### src/rtl/addsub_acc_pipe_if.sv
// addsub_acc_pipe_if: operand/result stream bundle for addsub_acc_pipe
//   master: operand source and result consumer (drives beats, out_ready, acc_clr)
//   slave : the pipeline (drives in_ready, out_valid, result, ovf, acc_value)
interface addsub_acc_pipe_if #(parameter int WIDTH = 4);
  logic             in_valid;
  logic             in_ready;
  logic [1:0]       op;
  logic [WIDTH-1:0] a;
  logic [WIDTH-1:0] b;
  logic             acc_clr;
  logic             out_valid;
  logic             out_ready;
  logic [WIDTH:0]   result;
  logic             ovf;
  logic [WIDTH:0]   acc_value;
  modport master (
    output in_valid, op, a, b, acc_clr, out_ready,
    input  in_ready, out_valid, result, ovf, acc_value
  );
  modport slave (
    input  in_valid, op, a, b, acc_clr, out_ready,
    output in_ready, out_valid, result, ovf, acc_value
  );
endinterface

### src/rtl/addsub_acc_pipe.sv
// addsub_acc_pipe: 2-stage add/sub/accumulate pipeline with valid/ready on both sides
//   clk : rising-edge clock
//   rst : asynchronous active-high reset
//   bus : addsub_acc_pipe_if.slave (operand beat in, result beat out, acc_clr, acc_value)
module addsub_acc_pipe #(
  parameter int WIDTH = 4,
  parameter bit SAT   = 1'b0
) (
  input logic clk,
  input logic rst,
  addsub_acc_pipe_if.slave bus
);
  typedef enum logic [1:0] {OP_ADD = 2'b00, OP_SUB = 2'b01, OP_ACC = 2'b10, OP_LOAD = 2'b11} op_e;
  logic             en;
  logic             commit;
  logic             s1_valid_q;
  op_e              op_q;
  logic [WIDTH-1:0] a_q;
  logic [WIDTH-1:0] b_q;
  logic             out_valid_q;
  logic [WIDTH:0]   result_q;
  logic [WIDTH:0]   result_d;
  logic             ovf_q;
  logic             ovf_d;
  logic [WIDTH:0]   acc_q;
  logic [WIDTH:0]   acc_d;
  logic [WIDTH:0]   a_x;
  logic [WIDTH:0]   b_x;
  logic [WIDTH:0]   acc_base;
  logic [WIDTH+1:0] acc_sum;
  logic [WIDTH:0]   acc_new;
  // Whole pipe advances together; the output register is the only place a beat can wait.
  assign en            = !out_valid_q || bus.out_ready;
  assign commit        = en && s1_valid_q;
  assign bus.in_ready  = en;
  assign bus.out_valid = out_valid_q;
  assign bus.result    = result_q;
  assign bus.ovf       = ovf_q;
  assign bus.acc_value = acc_q;
  always_comb begin
    a_x      = {1'b0, a_q};
    b_x      = {1'b0, b_q};
    // A clear coinciding with a committing ACC makes that beat start from zero.
    acc_base = bus.acc_clr ? '0 : acc_q;
    acc_sum  = {1'b0, acc_base} + {2'b00, a_q};
    acc_new  = (SAT && acc_sum[WIDTH+1]) ? '1 : acc_sum[WIDTH:0];
    result_d = op_q == OP_ADD ? a_x + b_x :
               op_q == OP_SUB ? a_x - b_x :
               op_q == OP_ACC ? acc_new : a_x;
    ovf_d    = op_q == OP_SUB ? (a_q < b_q) : (op_q == OP_ACC) && acc_sum[WIDTH+1];
    // ACC and LOAD both write their result into acc; LOAD thereby overrides acc_clr.
    acc_d    = (commit && (op_q == OP_ACC || op_q == OP_LOAD)) ? result_d :
               bus.acc_clr ? '0 : acc_q;
  end
  always_ff @(posedge clk or posedge rst) begin
    if (rst) begin
      s1_valid_q  <= 1'b0;
      op_q        <= OP_ADD;
      a_q         <= '0;
      b_q         <= '0;
      out_valid_q <= 1'b0;
      result_q    <= '0;
      ovf_q       <= 1'b0;
      acc_q       <= '0;
    end else begin
      if (en) begin
        s1_valid_q  <= bus.in_valid;
        op_q        <= op_e'(bus.op);
        a_q         <= bus.a;
        b_q         <= bus.b;
        out_valid_q <= s1_valid_q;
      end
      if (commit) begin
        result_q <= result_d;
        ovf_q    <= ovf_d;
      end
      acc_q <= acc_d;
    end
  end
endmodule

### src/flat_wrapper.sv
// flat-port wrapper written by rule: the top's interface ports become plain ports
module addsub_acc_pipe_flat 
#(
  parameter int WIDTH = 4,
  parameter bit SAT   = 1'b0
)
  (clk, rst, bus_in_valid, bus_op, bus_a, bus_b, bus_acc_clr, bus_out_ready, bus_in_ready, bus_out_valid, bus_result, bus_ovf, bus_acc_value);
  addsub_acc_pipe_if #(.WIDTH(WIDTH)) bus_i ();
  input logic clk;
  input logic rst;
  input wire logic [$bits(bus_i.in_valid)-1:0] bus_in_valid;
  input wire logic [$bits(bus_i.op)-1:0] bus_op;
  input wire logic [$bits(bus_i.a)-1:0] bus_a;
  input wire logic [$bits(bus_i.b)-1:0] bus_b;
  input wire logic [$bits(bus_i.acc_clr)-1:0] bus_acc_clr;
  input wire logic [$bits(bus_i.out_ready)-1:0] bus_out_ready;
  output wire logic [$bits(bus_i.in_ready)-1:0] bus_in_ready;
  output wire logic [$bits(bus_i.out_valid)-1:0] bus_out_valid;
  output wire logic [$bits(bus_i.result)-1:0] bus_result;
  output wire logic [$bits(bus_i.ovf)-1:0] bus_ovf;
  output wire logic [$bits(bus_i.acc_value)-1:0] bus_acc_value;
  assign bus_i.in_valid = bus_in_valid;
  assign bus_i.op = bus_op;
  assign bus_i.a = bus_a;
  assign bus_i.b = bus_b;
  assign bus_i.acc_clr = bus_acc_clr;
  assign bus_i.out_ready = bus_out_ready;
  assign bus_in_ready = bus_i.in_ready;
  assign bus_out_valid = bus_i.out_valid;
  assign bus_result = bus_i.result;
  assign bus_ovf = bus_i.ovf;
  assign bus_acc_value = bus_i.acc_value;
  addsub_acc_pipe #(.WIDTH(WIDTH), .SAT(SAT)) u_core (.clk(clk), .rst(rst), .bus(bus_i));
endmodule
### config.mk
export PLATFORM = sky130hd
export DESIGN_NAME = addsub_acc_pipe_flat
export DESIGN_NICKNAME = d
export VERILOG_FILES = /design/src/rtl/addsub_acc_pipe_if.sv /design/src/rtl/addsub_acc_pipe.sv /design/src/flat_wrapper.sv
export SDC_FILE = /design/constraint.sdc
export NUM_CORES = 1
export LEC_CHECK = 0
export BUFFER_PORTS_ARGS = -buffer_cell sky130_fd_sc_hd__clkbuf_2
export CORE_MARGIN = 2
export CORE_UTILIZATION = 35
export DETAILED_ROUTE_END_ITERATION = 12
export PLACE_DENSITY = 0.65
export SLEW_MARGIN = 10
export SYNTH_ARGS = -nofsm -noshare
export SYNTH_HDL_FRONTEND = slang
export SYNTH_SLANG_ARGS = --single-unit
### constraint.sdc
create_clock -name clk -period 2.4 [get_ports clk]
set_input_delay 0.72 -clock clk [delete_from_list [all_inputs] [get_ports clk]]
set_output_delay 0.72 -clock clk [all_outputs]
set_load 0.02 [all_outputs]
Word-level counts from Yosys, hierarchy flattened

Index checks and enable logic that the tools add are counted.

Multiply operators: 0
Divide/modulo/power cells: 0
Bitwise operators: 0
$add $sub $neg: 3
Eq/ne operators: 3
Reductions and logical operators: 7
Muxes and demuxes: 6
Magnitude comparators: 1
Shift operators: 0

Operators with widths:

| operator             | count |
|---|---|
| $mux W5              | 5 |
| $add A5 B4 Y6        | 1 |
| $add A4 B4 Y5        | 1 |
| $sub A4 B4 Y5        | 1 |
| $eq A2 B2 Y1 const B | 2 |
| $lt A4 B4 Y1         | 1 |
| $logic_and A1 B1 Y1  | 3 |
| $eq A2 B1 Y1 const B | 1 |
| $logic_not A2 Y1     | 1 |
| $logic_or A1 B1 Y1   | 2 |
| $logic_not A1 Y1     | 1 |
| $mux W1              | 1 |

Input port bits: 15
RAM bits: 0
Register bits after elaboration: 23
Output and inout bits: 13
Memories: 0
Latch bits: 0
Memory bits (read-only): 0

Longest topological paths before layout

Depth in word-level cells: 6
Gate-level depth with buffers: 9
Mapped depth without buffers: 9

Worst setup path before layout

OpenSTA, ideal clock, no wires.

Path kind: in2reg
Start point: input bus_acc_clr
End point: register u_core.acc_q[1] (netlist: u_core.bus.acc_value[1])
Data arrival time: 2.084 ns
Stages: 6
Path buffers: 0
Setup slack: 0.237 ns
Setup time: 0.079 ns
Required time: 2.321 ns
Cell sequence: nor2b_1 > ha_1 > inv_1 > fa_1 > mux4_2 > mux2i_1

Word-level cells in the longest chain between the ends: 6

RTL lines:

| item                      | RTL line              | RTL |
|---|---|---|
| start: declaration        | flat_wrapper.sv:15    | `input wire logic [$bits(bus_i.acc_clr)-1:0] bus_acc_clr;` |
| $mux W5 (*)               | addsub_acc_pipe.sv:44 | `acc_base = bus.acc_clr ? '0 : acc_q;` |
| $add A5 B4 Y6             | addsub_acc_pipe.sv:45 | `acc_sum = {1'b0, acc_base} + {2'b00, a_q};` |
| $mux W5                   | addsub_acc_pipe.sv:49 | `op_q == OP_ACC ? acc_new : a_x;` |
| $mux W5                   | addsub_acc_pipe.sv:48 | `op_q == OP_SUB ? a_x - b_x :` |
| $mux W5                   | addsub_acc_pipe.sv:47 | `result_d = op_q == OP_ADD ? a_x + b_x :` |
| $mux W5 (*)               | addsub_acc_pipe.sv:52 | `acc_d = (commit && (op_q == OP_ACC \|\| op_q == OP_LOAD)) ? result_d :` |
| named net u_core.acc_d[1] | addsub_acc_pipe.sv:26 | `logic [WIDTH:0] acc_d;` |
| end signal: assignment    | addsub_acc_pipe.sv:64 | `acc_q <= '0;` |
| end signal: assignment    | addsub_acc_pipe.sv:77 | `acc_q <= acc_d;` |
| end: declaration          | addsub_acc_pipe.sv:25 | `logic [WIDTH:0] acc_q;` |

The timed path passes the listed nets; every way through them passes the cells marked *.
A chain may end at the register's enable or synchronous reset.

Worst setup path after layout

Start point: input bus_acc_clr
End point: register u_core.acc_q[4] (netlist: u_core.bus.acc_value[4])

Same word-level chain as after synthesis.

==> reports/results.tsv <==
metric	value	unit
Die Y	69.4	microns
drt via density	4.92	
peak supply drop	422	uV
first-pass GRT wire length	5150	microns
setup_tns	0	ns
die area	4820	sq um
Final Util	42.3	%
clock buffer depth	2	
proportion of synthesized area in mux cells	10.9	%
Clock Skews	0.00537	ns
most common cell in the netlist	dfrtp_1	
Post-synth top flop	dfrtp_1	
fraction of layout cells with a size suffix above 1	29.1	%
final critical-path required period	2.12	ns
EDFF count, synth	0	
Worst EP arrival	2.31	ns
Num CTS Buffers	3	
Mapped Cells	148	
largest net degree at the start of global routing	24	
clock tree root driver cell	clkbuf_8	
synth top area cells	dfrtp_1, ha_1, mux2_2	
vias in the first global route	1148	
cell accounting for the most synthesized area	dfrtp_1	
Synth warnings	0	
crit-path cells	clkbuf_2 -> nor2b_1 -> ha_1 -> inv_1 -> fa_1 -> nor2b_1 -> o21ai_1 -> nand2b_1 -> mux2i_1 -> o2bb2ai_1	
Pwr Total	1.26	mW
antenna-violating nets left	0	
global route overflow	0	
Mapped Area	1500	sq um
CP bufs+invs	2	
final-stage net count	206	
Setup crit end kind	register	
clk sinks	23	
net count after synthesis	178	
status	complete, no violations	
post-cts gate resize count	0	
compound-gate portion of the synthesized area	15.4	%
final wirelength	2900	microns
# setup viols final	0	
crit path launch type	input port	
slowest stage cell, crit path	fa_1	
CP required	2.59	ns
DRC violations left	0	
post-detail-place hpwl	2320	microns
RSZ-0062 raised after global routing	false	
post-synthesis sequential area ratio	38.4	%
Synth Area in XOR/XNOR	1.75	%
Core Area	4060	sq um
Post-Synth Adder-Cell Area	14.0	%
1st-iter DRT viols	13	
n_diodes	0	
Slew Viols, Final	0	
DRT Pass-1 Iters	4	
Post CTS Setup Buffer Count	0	
Worst-path clk slew	0.08	ns
asr flop ratio synth	100	%
Hold Path Class	in2async	
H-tree depth	1	
share of the synthesized area in the top cell type	38.4	%
Worst path depth	10	
mean post-synth cell area	10.1	sq um
max-cap viol count	0	
Ports	28	
Port-buffer cells	27	
area delta synth->final	14.6	%
largest family of logic cells by synthesized area	compound AO/OA/AOI/OAI gates	
largest stage delay on the critical path	0.39	ns
Die W	69.4	microns
Slew @ Worst Pin	0.524	ns
R2R depth	7	
PD cells	733	nW/um^2
CP delay by family, top	adder cells	
Setup Crit Path Kind	in2reg	
Worst-Skew Late Latency	0.26	ns
Global Route Usage Sum	13.2	%
Synth top cells by count	dfrtp_1, nand2_1, ha_1, inv_1	
initial antenna violation count	0	
GPL Wtd Cong	0.813	
Max Fclk	472	MHz
Worst R2R Setup Slack	0.43	ns
# rows	23	
Hold Fails Final Rpt	0	
post-synth cell types	35	
final worst path period share	88.2	%
CTS tree	yes	
Initial Util	36.9	%
number of synthesized register bits	23	
leakage	0.836	nW
simple logic cell fraction of the synthesized area	13.1	%
via count	1108	
hold_buf cts	0	
Worst slew margin	65.1	%
CP dominant cell by count	nor2b_1	
post-detailed-route wirelength per cell	12.9	microns
Worst Path Max Fanout	3	
-- where the power goes --
| part | switching (mW) | internal, mW |
|---|---|---|
| combinational | 0.281 | 0.210 |
| sequential | 0.0693 | 0.462 |
| clock | 0.122 | 0.116 |
| total | 0.472 | 0.788 |
-- through the flow --
step	hold WS, ns	setup WS [ns]	area, sq um	instances
after global routing	0.484	0.143	1720	225
final	0.461	0.283	1720	225
after floorplan	0.488	0.237	1500	148
after CTS	0.469	0.273	1720	225
after detailed placement	0.475	0.0166	1670	221
after global placement	0.468	0.0615	1670	221
-- final timing paths --
check                                      from                      end
min in group clk           u_core.bus.result[2]     u_core.bus.result[2]
hold / removal                              rst        u_core.s1_valid_q
max in group asynchronous                   rst     u_core.bus.result[3]
setup / recovery                    bus_acc_clr  u_core.bus.acc_value[4]
hold reg to reg            u_core.bus.result[2]     u_core.bus.result[2]
setup reg to reg                  u_core.a_q[1]  u_core.bus.acc_value[4]
-- state kept, by name, summed over array words and instances (netlist names) --
name,cells
u_core.b_q,4
u_core.bus.ovf,1
u_core.s1_valid_q,1
u_core.a_q,4
u_core.bus.result,5
u_core.op_q,2
u_core.bus.out_valid,1
u_core.bus.acc_value,5
-- worst register-to-register path, cell delays in order (launching register included) --
cell and delay, ns:
dfrtp_1 0.47, clkinv_1 0.24, fa_1 0.50, nor2b_1 0.13
o21ai_1 0.07, nand2b_1 0.13, mux2i_1 0.23, o2bb2ai_1 0.13
-- area by class of cell --
type                    instances  area, sq um
clock buffers                   3         41.3
inverters                      13         48.8
clock inverters                 1         5.00
fillers                       412         2340
multi-input cells             105          827
repair buffers                 30          158
flip-flops and latches         23          576
well taps                      50         62.6
-- layer usage --
layer | global-route usage (%) | part of all wire [%] | vias up
li1 | - | - | 562
met1 | 17.6 | 46 | 525
met2 | 22.0 | 50 | 19
met3 | 2.18 | 3.3 | 2
met4 | 3.92 | 0.66 | 0
met5 | 0 | 0 | -
-- cells by family after synthesis --
logic type / after synthesis
buffers and inverters: 20
flip-flops: 23
multiplexers: 14
adder cells (fa/ha/maj): 15
AO/OA/AOI/OAI: 35
XOR/XNOR: 3
AND/OR/NAND/NOR: 38
-- cells in the final DEF (no fill, tap or decap), types with 2 or more instances in the layout --
| master | synthesis | layout |
|---|---|---|
| nand2_1 | 14 | 14 |
| clkbuf_2 | 0 | 27 |
| nor2b_1 | 5 | 5 |
| mux2_2 | 9 | 9 |
| mux2i_1 | 4 | 4 |
| dfrtp_1 | 23 | 23 |
| o31ai_2 | 2 | 2 |
| o21ai_0 | 7 | 7 |
| ha_1 | 12 | 12 |
| o21a_1 | 2 | 2 |
| a22oi_1 | 2 | 2 |
| xor2_1 | 2 | 2 |
| inv_1 | 12 | 12 |
| nand3_1 | 2 | 2 |
| o21ai_1 | 9 | 9 |
| nor2_1 | 8 | 8 |
| buf_4 | 0 | 3 |
| fa_1 | 3 | 3 |
| a21oi_1 | 6 | 6 |
| clkbuf_8 | 0 | 3 |
| nand2b_1 | 4 | 4 |
Note: power is estimated with default switching activity, not from simulation.
